### src/rtl/syn_ram_pkg.sv
// Shared types and helpers for the syn_ram_dp dual-port RAM family.
package syn_ram_pkg;

  typedef enum logic {
    RDW_OLD = 1'b0,
    RDW_NEW = 1'b1
  } rdw_mode_e;

  typedef enum logic {
    IDLE,
    CLEAR
  } clr_state_e;

  localparam int unsigned MAX_LANE_W = 64;

  // Even-parity bit for one lane; callers zero-extend narrower lanes to MAX_LANE_W.
  function automatic logic lane_parity(input logic [MAX_LANE_W-1:0] lane);
    return ^lane;
  endfunction

endpackage

### src/rtl/syn_ram_clr_ctrl.sv
// Array clear engine: walks every address once, one per cycle, while busy is high.
module syn_ram_clr_ctrl
  import syn_ram_pkg::*;
#(
  parameter int unsigned ADDR_W = 4
) (
  input  logic              clk,
  input  logic              rst_n,
  input  logic              clr_req,
  output logic              busy,
  output logic              clr_we,
  output logic [ADDR_W-1:0] clr_addr
);

  clr_state_e        state_q, state_d;
  logic [ADDR_W-1:0] cnt_q, cnt_d;
  logic              busy_q, busy_d;

  always_comb begin
    state_d = state_q;
    cnt_d   = cnt_q;
    case (state_q)
      IDLE: begin
        if (clr_req) begin
          state_d = CLEAR;
          cnt_d   = '0;
        end
      end
      CLEAR: begin
        cnt_d = cnt_q + ADDR_W'(1);
        if (cnt_q == '1) begin
          state_d = IDLE;
        end
      end
      default: begin
        state_d = IDLE;
        cnt_d   = '0;
      end
    endcase
    busy_d = (state_d == CLEAR);
  end

  always_ff @(posedge clk) begin
    if (!rst_n) begin
      state_q <= IDLE;
      cnt_q   <= '0;
      busy_q  <= 1'b0;
    end else begin
      state_q <= state_d;
      cnt_q   <= cnt_d;
      busy_q  <= busy_d;
    end
  end

  assign busy     = busy_q;
  assign clr_we   = busy_q;
  assign clr_addr = cnt_q;

endmodule

### src/rtl/syn_ram_dp.sv
// Simple dual-port synchronous RAM with lane enables, RD_LAT 1/2, RDW select and clear engine.
// Optional per-lane even parity storage and checking: define SYN_RAM_DP_PARITY_EN.
module syn_ram_dp
  import syn_ram_pkg::*;
#(
  parameter  int unsigned DATA_W    = 8,
  parameter  int unsigned LANE_W    = 4,
  parameter  int unsigned ADDR_W    = 4,
  parameter  int unsigned RD_LAT    = 1,
  parameter  int unsigned RDW_MODE  = 0,
  localparam int unsigned NUM_LANES = DATA_W / LANE_W
) (
  input  logic                 clk,
  input  logic                 rst_n,
  input  logic                 we,
  input  logic [ADDR_W-1:0]    wr_addr,
  input  logic [DATA_W-1:0]    wr_data,
  input  logic [NUM_LANES-1:0] wr_be,
  input  logic                 re,
  input  logic [ADDR_W-1:0]    rd_addr,
  input  logic                 oe,
  output logic [DATA_W-1:0]    dout,
  output logic                 rd_valid,
  input  logic                 clr_req,
  output logic                 busy,
  output logic                 par_err
);

  localparam int unsigned DEPTH   = 2 ** ADDR_W;
  localparam rdw_mode_e   RDW_SEL = (RDW_MODE != 0) ? RDW_NEW : RDW_OLD;

  logic                 clr_we;
  logic [ADDR_W-1:0]    clr_addr;
  logic                 wr_fire, rd_fire;
  logic [NUM_LANES-1:0] mem_lane_we;
  logic [ADDR_W-1:0]    mem_waddr;
  logic [DATA_W-1:0]    mem_wdata;
  logic [DATA_W-1:0]    rd_word;
  logic                 rd_perr;
  logic                 pipe_valid;
  logic [DATA_W-1:0]    pipe_data;
  logic                 pipe_perr;
  logic [DATA_W-1:0]    dout_reg_q, dout_reg_d;
  logic                 rd_valid_q, rd_valid_d;
  logic                 par_err_q, par_err_d;

  logic [DATA_W-1:0]    mem_q [DEPTH];
`ifdef SYN_RAM_DP_PARITY_EN
  logic [NUM_LANES-1:0] par_q [DEPTH];
  logic [NUM_LANES-1:0] rd_par;
`endif

  syn_ram_clr_ctrl #(
    .ADDR_W(ADDR_W)
  ) u_clr_ctrl (
    .clk     (clk),
    .rst_n   (rst_n),
    .clr_req (clr_req),
    .busy    (busy),
    .clr_we  (clr_we),
    .clr_addr(clr_addr)
  );

  assign wr_fire = we & ~busy;
  assign rd_fire = re & ~busy;

  // Clear owns the write port while busy; user writes are ignored then.
  always_comb begin
    mem_lane_we = '0;
    mem_waddr   = wr_addr;
    mem_wdata   = wr_data;
    if (clr_we) begin
      mem_lane_we = '1;
      mem_waddr   = clr_addr;
      mem_wdata   = '0;
    end else if (wr_fire) begin
      mem_lane_we = wr_be;
    end
  end

  always_ff @(posedge clk) begin
    for (int unsigned i = 0; i < NUM_LANES; i++) begin
      if (mem_lane_we[i]) begin
        mem_q[mem_waddr][i*LANE_W +: LANE_W] <= mem_wdata[i*LANE_W +: LANE_W];
`ifdef SYN_RAM_DP_PARITY_EN
        par_q[mem_waddr][i] <= lane_parity(MAX_LANE_W'(mem_wdata[i*LANE_W +: LANE_W]));
`endif
      end
    end
  end

  // Array read sees pre-write contents; new-data mode merges the enabled write lanes on top.
  always_comb begin
    rd_word = mem_q[rd_addr];
    rd_perr = 1'b0;
`ifdef SYN_RAM_DP_PARITY_EN
    rd_par  = par_q[rd_addr];
`endif
    for (int unsigned i = 0; i < NUM_LANES; i++) begin
      if ((RDW_SEL == RDW_NEW) && wr_fire && (wr_addr == rd_addr) && wr_be[i]) begin
        rd_word[i*LANE_W +: LANE_W] = wr_data[i*LANE_W +: LANE_W];
`ifdef SYN_RAM_DP_PARITY_EN
        rd_par[i] = lane_parity(MAX_LANE_W'(wr_data[i*LANE_W +: LANE_W]));
`endif
      end
    end
`ifdef SYN_RAM_DP_PARITY_EN
    for (int unsigned i = 0; i < NUM_LANES; i++) begin
      if (lane_parity(MAX_LANE_W'(rd_word[i*LANE_W +: LANE_W])) != rd_par[i]) begin
        rd_perr = 1'b1;
      end
    end
`endif
  end

  if (RD_LAT == 2) begin : g_lat2
    logic              s1_valid_q;
    logic [DATA_W-1:0] s1_data_q;
    logic              s1_perr_q;

    always_ff @(posedge clk) begin
      if (!rst_n) begin
        s1_valid_q <= 1'b0;
        s1_data_q  <= '0;
        s1_perr_q  <= 1'b0;
      end else begin
        s1_valid_q <= rd_fire;
        s1_perr_q  <= rd_fire & rd_perr;
        if (rd_fire) begin
          s1_data_q <= rd_word;
        end
      end
    end

    assign pipe_valid = s1_valid_q;
    assign pipe_data  = s1_data_q;
    assign pipe_perr  = s1_perr_q;
  end else begin : g_lat1
    assign pipe_valid = rd_fire;
    assign pipe_data  = rd_word;
    assign pipe_perr  = rd_perr;
  end

  always_comb begin
    dout_reg_d = pipe_valid ? pipe_data : dout_reg_q;
    rd_valid_d = pipe_valid;
    par_err_d  = pipe_valid & pipe_perr;
  end

  always_ff @(posedge clk) begin
    if (!rst_n) begin
      dout_reg_q <= '0;
      rd_valid_q <= 1'b0;
      par_err_q  <= 1'b0;
    end else begin
      dout_reg_q <= dout_reg_d;
      rd_valid_q <= rd_valid_d;
      par_err_q  <= par_err_d;
    end
  end

  assign dout     = oe ? dout_reg_q : '0;
  assign rd_valid = rd_valid_q;
  assign par_err  = par_err_q;

endmodule
### config.mk
export PLATFORM = sky130hd
export DESIGN_NAME = syn_ram_dp
export DESIGN_NICKNAME = d
export VERILOG_FILES = /design/src/rtl/syn_ram_pkg.sv /design/src/rtl/syn_ram_clr_ctrl.sv /design/src/rtl/syn_ram_dp.sv
export SDC_FILE = /design/constraint.sdc
export NUM_CORES = 1
export LEC_CHECK = 0
export CAP_MARGIN = 40
export CORE_ASPECT_RATIO = 1.2
export CORE_MARGIN = 2
export CORE_UTILIZATION = 45
export CTS_BUF_LIST = sky130_fd_sc_hd__clkbuf_16
export DETAILED_ROUTE_END_ITERATION = 6
export SYNTH_ARGS = -nofsm -noshare
export SYNTH_HDL_FRONTEND = slang
export SYNTH_HIERARCHICAL = 1
export SYNTH_SLANG_ARGS = --single-unit
### constraint.sdc
create_clock -name clk -period 3 [get_ports clk]
set_input_delay 0.45 -clock clk [delete_from_list [all_inputs] [get_ports clk]]
set_output_delay 0.45 -clock clk [all_outputs]
set_load 0.02 [all_outputs]
==> results of run 1 <==
worst max-delay path: stages, from the launching register on:
cell,delay (ps)
dfxtp_1,780
a32oi_1,440
or2_2,460
nor2_1,360
per-layer routing:
| metal | vias up | global-route usage (%) | part of all wire, % |
|---|---|---|---|
| li1 | 1412 | - | - |
| met1 | 1520 | 24.4 | 45 |
| met2 | 79 | 28.4 | 49 |
| met3 | 6 | 5.17 | 4.7 |
| met4 | 0 | 5.58 | 0.91 |
| met5 | - | 0 | 0 |
cell usage after synthesis (4+ instances only):
| cell type | count |
|---|---|
| nor2b_1 | 14 |
| dfxtp_1 | 14 |
| nand2_1 | 4 |
| and2_1 | 8 |
| mux2i_1 | 18 |
| o21ai_1 | 6 |
| nor2_1 | 40 |
| edfxtp_1 | 128 |
| mux4_2 | 27 |
| a32oi_1 | 4 |
| inv_1 | 7 |
| a21oi_1 | 5 |
| or2_2 | 6 |
| buf_2 | 7 |
| a2bb2oi_1 | 9 |
cell families (layout without fill, tap and decap cells):
kind of cell / Yosys count / in the layout / synth area share [%]
flip-flops: 142 / 142 / 70.9
AND/OR/NAND/NOR: 82 / 82 / 7.12
multiplexers: 48 / 48 / 14.9
AO/OA/AOI/OAI: 36 / 36 / 4.47
buffers and inverters: 23 / 87 / 2.37
adder cells (fa/ha/maj): 1 / 1 / 0.215
other: 1 / 1 / 0.0644
final timing paths:
path	start	endpoint	slack (ps)
setup / recovery	u_clr_ctrl/busy	mem_q[9][7]	620
setup reg to reg	u_clr_ctrl/busy	mem_q[9][7]	620
hold / removal	dout_reg_q[5]	dout_reg_q[5]	470
hold reg to reg	dout_reg_q[5]	dout_reg_q[5]	470
layout make-up:
class	count	share of cell area [%]
Sequential cell	142	59.7
Multi-Input combinational cell	168	22.6
Timing Repair Buffer	48	6.52
Clock buffer	17	6.16
Tap cell	164	2.97
Clock inverter	15	1.70
Inverter	7	0.380
flip-flops by register name, indices dropped and copies added (netlist names):
signal and cells:
mem_q 128, dout_reg_q 8, u_clr_ctrl/clr_addr 4, rd_valid 1
u_clr_ctrl/busy 1
power groups by stage:
stage                     sequential (mW)  combinational, mW  clock (mW)
after global routing                 2.22              0.331        2.04
after detailed placement             2.26              0.307           0
after CTS                            2.22              0.309        1.95
after global placement               2.26              0.303           0
final                                2.22              0.302        1.92
after floorplan                      2.26              0.192           0
metrics by stage:
stage / std cells / utilization (%)
floorplan: 333 / -
global placement: 529 / 50.2
detailed placement: 529 / 50.2
CTS: 561 / 54.5
global route: 561 / 54.5
finish: 561 / 54.5
==> impl_results.md, run 1 <==
* Ys flop type: edfxtp_1
* Placeable Area at 12700 um^2
* DRC at 0
* Pin count of the biggest net entering global routing at 35
* Tightest Pin Transition at 735 ps
* Worst Skew at 9.39 ps
* Combinational share of power at slightly below 7%
* Pwr dens at roughly 640 nW/um^2
* Ys async rst share at 0%
* Startpoint types: flip-flop
* Vias at between 3000 and 4000
* Vert. Die Dim at 129 um
* Fin nets at approximately 410
* RSZ-0062 raised after global routing: no
* Post-CTS Setup Bufs at 0
* Total gr overflow at 0
* Worst hold slack at between 400 and 500 ps
* Dpl hpwl at a little under 8000 um
* GP Congestion at roughly 0.76
* Initial Util at a little under half
* Initial DRC count at 202
* CTS Buffer Depth at 2
* Most common cell after layout, fill and taps aside: edfxtp_1
* Final setup vio count at 0
* Final Instance Area at ~6900 um^2
* Slew HR at approximately half
* ANT cells at 0
* Row Count at 45
* Die area at 13900 um^2
* GRT Resource Usage Total at roughly 18%
* Post-synthesis instance area at about 5800 um^2
* TritonCTS Buffers at 17
* Seq pwr share at 50.0%
* Endpoint type of the worst setup path: flip-flop
* Status: completed
* Internal Dissipation at 3.53 mW
* CTS tree: done
* Worst VDD drop at 0.000336 V
* Multi-input gate area at roughly 1600 um^2
* Vias in the first global route at 3190
* Sink Count at ~140
* Syn. warnings at 6
* Final Cycle Share at roughly four fifths
* Sw frac at between 20 and 25%
* Crit Path Class: reg -> reg
* Final setup TNS at 0 ps
* Worst Path Max Fanout at 24
* Yosys reg bits at between 100 and 150
* Routed vias/inst at roughly 5.4
* Most frequent cells in the layout: edfxtp_1 (128), nor2_1 (40), clkdlybuf4s50_1 (32), mux4_2 (27), mux2i_1 (18)
* Fin crit period at about 2400 ps
* Initial antenna violation count at 0
* Register-to-Register Path Depth at 3
* Crit path arrival time at approximately 2400 ps
* Fill cells at ~1000
* Post-synth EDFFs at 128
* Leak at approximately 2.3 nW
* Reg clk slew, reported paths at approximately 60 ps
* Skew-Pair Late Insertion Delay at ~410 ps
* Total power after layout at roughly 4.4 mW
* Seq/Total Area, Yosys at between 70% and 80%
* Root buf cell: clkbuf_16
* H-Tree Depth at 4
* Ranking of synthesized cells by area: edfxtp_1 (66%), mux4_2 (10%), dfxtp_1 (4.8%)
* Post-CTS resize count at 0
* Req. time, crit path at 3060 ps
* Max-Cap Viols at 0
* Boundary Pins at 35
* Hold buffers post-CTS at 0
* Fin worst setup slack at just over 600 ps
* P_sw at ~910 uW
* Post-Synthesis Cells at 333
* Area post-placement at 6360 um^2
* Synth top area share at 66.1%
* Fraction of layout cells with a size suffix above 1 at a little under a fifth
* Antenna Nets Post-Route at 0
* Post-Place Worst Slack at between 500 and 600 ps
* DR WL/cell at just under 20 um
* Syn avg cell area at between 15 and 20 um^2
* Worst hold path cell count at 2
* I/O Buffers at 33
* Die W at 108 um
* Hold Path Class: reg -> reg
* Clock network fraction of total power at between 40% and 50%
* Yosys cell types at 39
* Post-Route WL at between 10000 and 15000 um
* Seq. cell area at about 4100 um^2
* Area growth from synthesis to layout at 18.7%
* Max Freq at between 400 and 500 MHz
* Final Slew Violations at 0
* Yosys top cell by area: edfxtp_1
* First-pass GRT wire length at 17900 um
* Pre-antenna DRT Iters at 4
* Fin. Hold Viols at 0
* Syn nets at 358
No activity file was read; power rests on OpenSTA's default activity.
==> run 2, diff against run 1 <==
- PLACE_DENSITY: default -> 0.66
- clock period: 3 -> 2.05 ns (I/O delays scaled with it)
==> run 2 against run 1 <==
Effect of this change:
- critical path depth shrank 1
- via count rose by 5.9%
- count of clock-buffer cells in the layout stayed put
- wire length up 1.9%
- setup slack worse by 510 ps
- sequential share of layout area down 2.9 points
- non-clock buffer count rose by 41
- sequential power grew 46%
- clock skew is 4.1 ps lower
- critical path type is now reg -> out
- largest cell class unchanged
==> impl_results.md, run 2 (synthesis results as in run 1) <==
* Area growth from synthesis to layout at 24.9%
* Fin crit period at around 2000 ps
* Leak at ~2.5 nW
* Max Freq at 515 MHz
* Startpoint types: flip-flop
* Initial DRC count at 194
* Sink Count at 142
* Dpl cells at 570
* First-pass GRT wire length at 18000 um
* Placeable Area at 12700 um^2
* Vias in the first global route at between 3000 and 4000
* DR WL/cell at 18.9 um
* Worst hold path cell count at 2
* Slowest-stage cell, CP: clkdlybuf4s50_1
* WP buf/inv at 2
* Root buf cell: clkbuf_16
* Vert. Die Dim at roughly 130 um
* Most flop-heavy register: mem_q
* Final Cycle Share at 94.8%
* Reg2reg end: mem_q[11][5]
* Tightest Pin Transition at 681 ps
* Status: completed
* Max-Cap Viols at 0
* Post-Route WL at about 11000 um
* Max reg flops at around 130
* RSZ-0062 raised after global routing: no
* Skew-Pair Late Insertion Delay at between 400 and 500 ps
* Row Count at 45
* Final setup TNS at 0 ps
* Min-delay src: dout_reg_q[2]
* TritonCTS Buffers at 17
* Register-to-Register Path Depth at 5
* Final Non-Filler Cells at 602
* Fill cells at roughly 980
* Fin worst setup slack at 107 ps
* Worst-case hold path end point: dout_reg_q[2]
* Boundary Pins at 35
* Pre-antenna DRT Iters at 4
* CTS Buffer Depth at 2
* Worst VDD drop at about 0.00058 V
* Antenna Nets Post-Route at 0
* Initial Util at a little under half
* Crit path arrival time at 1640 ps
* Pin count of the biggest net entering global routing at 26
* Register-to-register setup slack at around 240 ps
* Most frequent cells in the layout: edfxtp_1 (128), buf_4 (54), nor2_1 (40), clkdlybuf4s50_1 (32), mux4_2 (27)
* Slew HR at a little over half
* CTS tree: done
* DRC at 0
* Worst Path Max Fanout at 10
* Crit Path Class: reg -> out
* Vias at approximately 3200
* I/O Buffers at 33
* Final setup vio count at 0
* Total gr overflow at 0
* Fin. Hold Viols at 0
* Reg clk slew, reported paths at roughly 60 ps
* Pwr dens at 923 nW/um^2
* CP Cell Sequence: buf_4 > clkdlybuf4s50_1
* GRT Resource Usage Total at about 18%
* Initial antenna violation count at 0
* Post-Place Worst Slack at -45.9 ps
* GP Congestion at 0.883
* CP delay by family, top: buffers and inverters
* Worst Skew at ~5.3 ps
* Dpl hpwl at 8430 um
* Fin nets at 450
* ANT cells at 0
* Die W at between 100 and 150 um
* RR Startpoint: u_clr_ctrl/busy
* Endpoint type of the worst setup path: output pin
* Final Slew Violations at 0
* H-Tree Depth at 4
* Fraction of layout cells with a size suffix above 1 at around 28%
* Req. time, crit path at around 1700 ps
* Hold Path Class: reg -> reg
* Routed vias/inst at 5.31
* Critical Path Max Stage Delay at slightly above 600 ps
* Die area at roughly 14000 um^2
* Core Util, Final at a little under three fifths
* Total power after layout at between 6 and 7 mW
* Most common cell after layout, fill and taps aside: edfxtp_1
## run 2: changes by cell type in the layout (fill, tap and decap cells not counted), sizes merged
cell    before  now
buf         16   57
bufinv       2    3
clkinv       7    9
inv         12    9
## run 2: metal layers
layer	up-vias	global-route usage, %	share of wire, %
met5	-	0	0
met4	0	8.22	2.4
met3	17	4.71	5.2
met2	95	29.2	50
met1	1594	22.1	42
li1	1489	-	-
## run 2: metrics by stage
| step | hold WS, ps | instance area (um^2) |
|---|---|---|
| finish | 468 | 7270 |
| detailed placement | 462 | 6680 |
| global route | 511 | 7270 |
| floorplan | 433 | 5820 |
| global placement | 452 | 6620 |
| CTS | 476 | 7270 |
## run 2: timing repair
item,in CTS,in global routing
hold buffers,0,0
setup buffers,0,0
resized for setup,1,0
endpoints found under the setup margin,1,0
## run 2: worst reg2reg max path: stages (launching register included)
cell     delay (ps)
dfxtp_2         370
buf_4           180
nor2_1          150
a32oi_1         110
or2_2           370
nor2_1          300
## run 2: worst max-delay path by stage
stage / startpoint / depth (start not counted) / end / slack (ps)
after floorplan: u_clr_ctrl/busy / 6 / mem_q[1][0] / 110
after global placement: we / 6 / mem_q[0][4] / -30
after detailed placement: we / 5 / mem_q[11][5] / -50
after CTS: u_clr_ctrl/busy / 2 / busy / 80
after global routing: oe / 3 / dout[4] / 30
final: u_clr_ctrl/busy / 2 / busy / 110
## run 2: layout make-up
type / count / area (um^2) / area share, %
Timing Repair Buffer: 89 / 771 / 10.6
Tap cell: 164 / 205 / 2.82
Sequential cell: 142 / 4130 / 56.8
Clock inverter: 15 / 155 / 2.14
Inverter: 7 / 26.3 / 0.362
Clock buffer: 17 / 425 / 5.86
Multi-Input combinational cell: 168 / 1560 / 21.4
## run 2: power breakdown
group          leakage (nW)  internal [mW]  switching, mW  total [mW]
clock network         0.294           1.88           1.08        2.96
registers              1.28           3.23         0.0213        3.25
logic                 0.973          0.241          0.260       0.501
total                  2.55           5.35           1.36        6.71
==> run 3, diff against run 2 <==
- SLEW_MARGIN: default -> 20
==> results of run 3 <==
No change in the layout: final DEF, timing and power equal those of run 2.
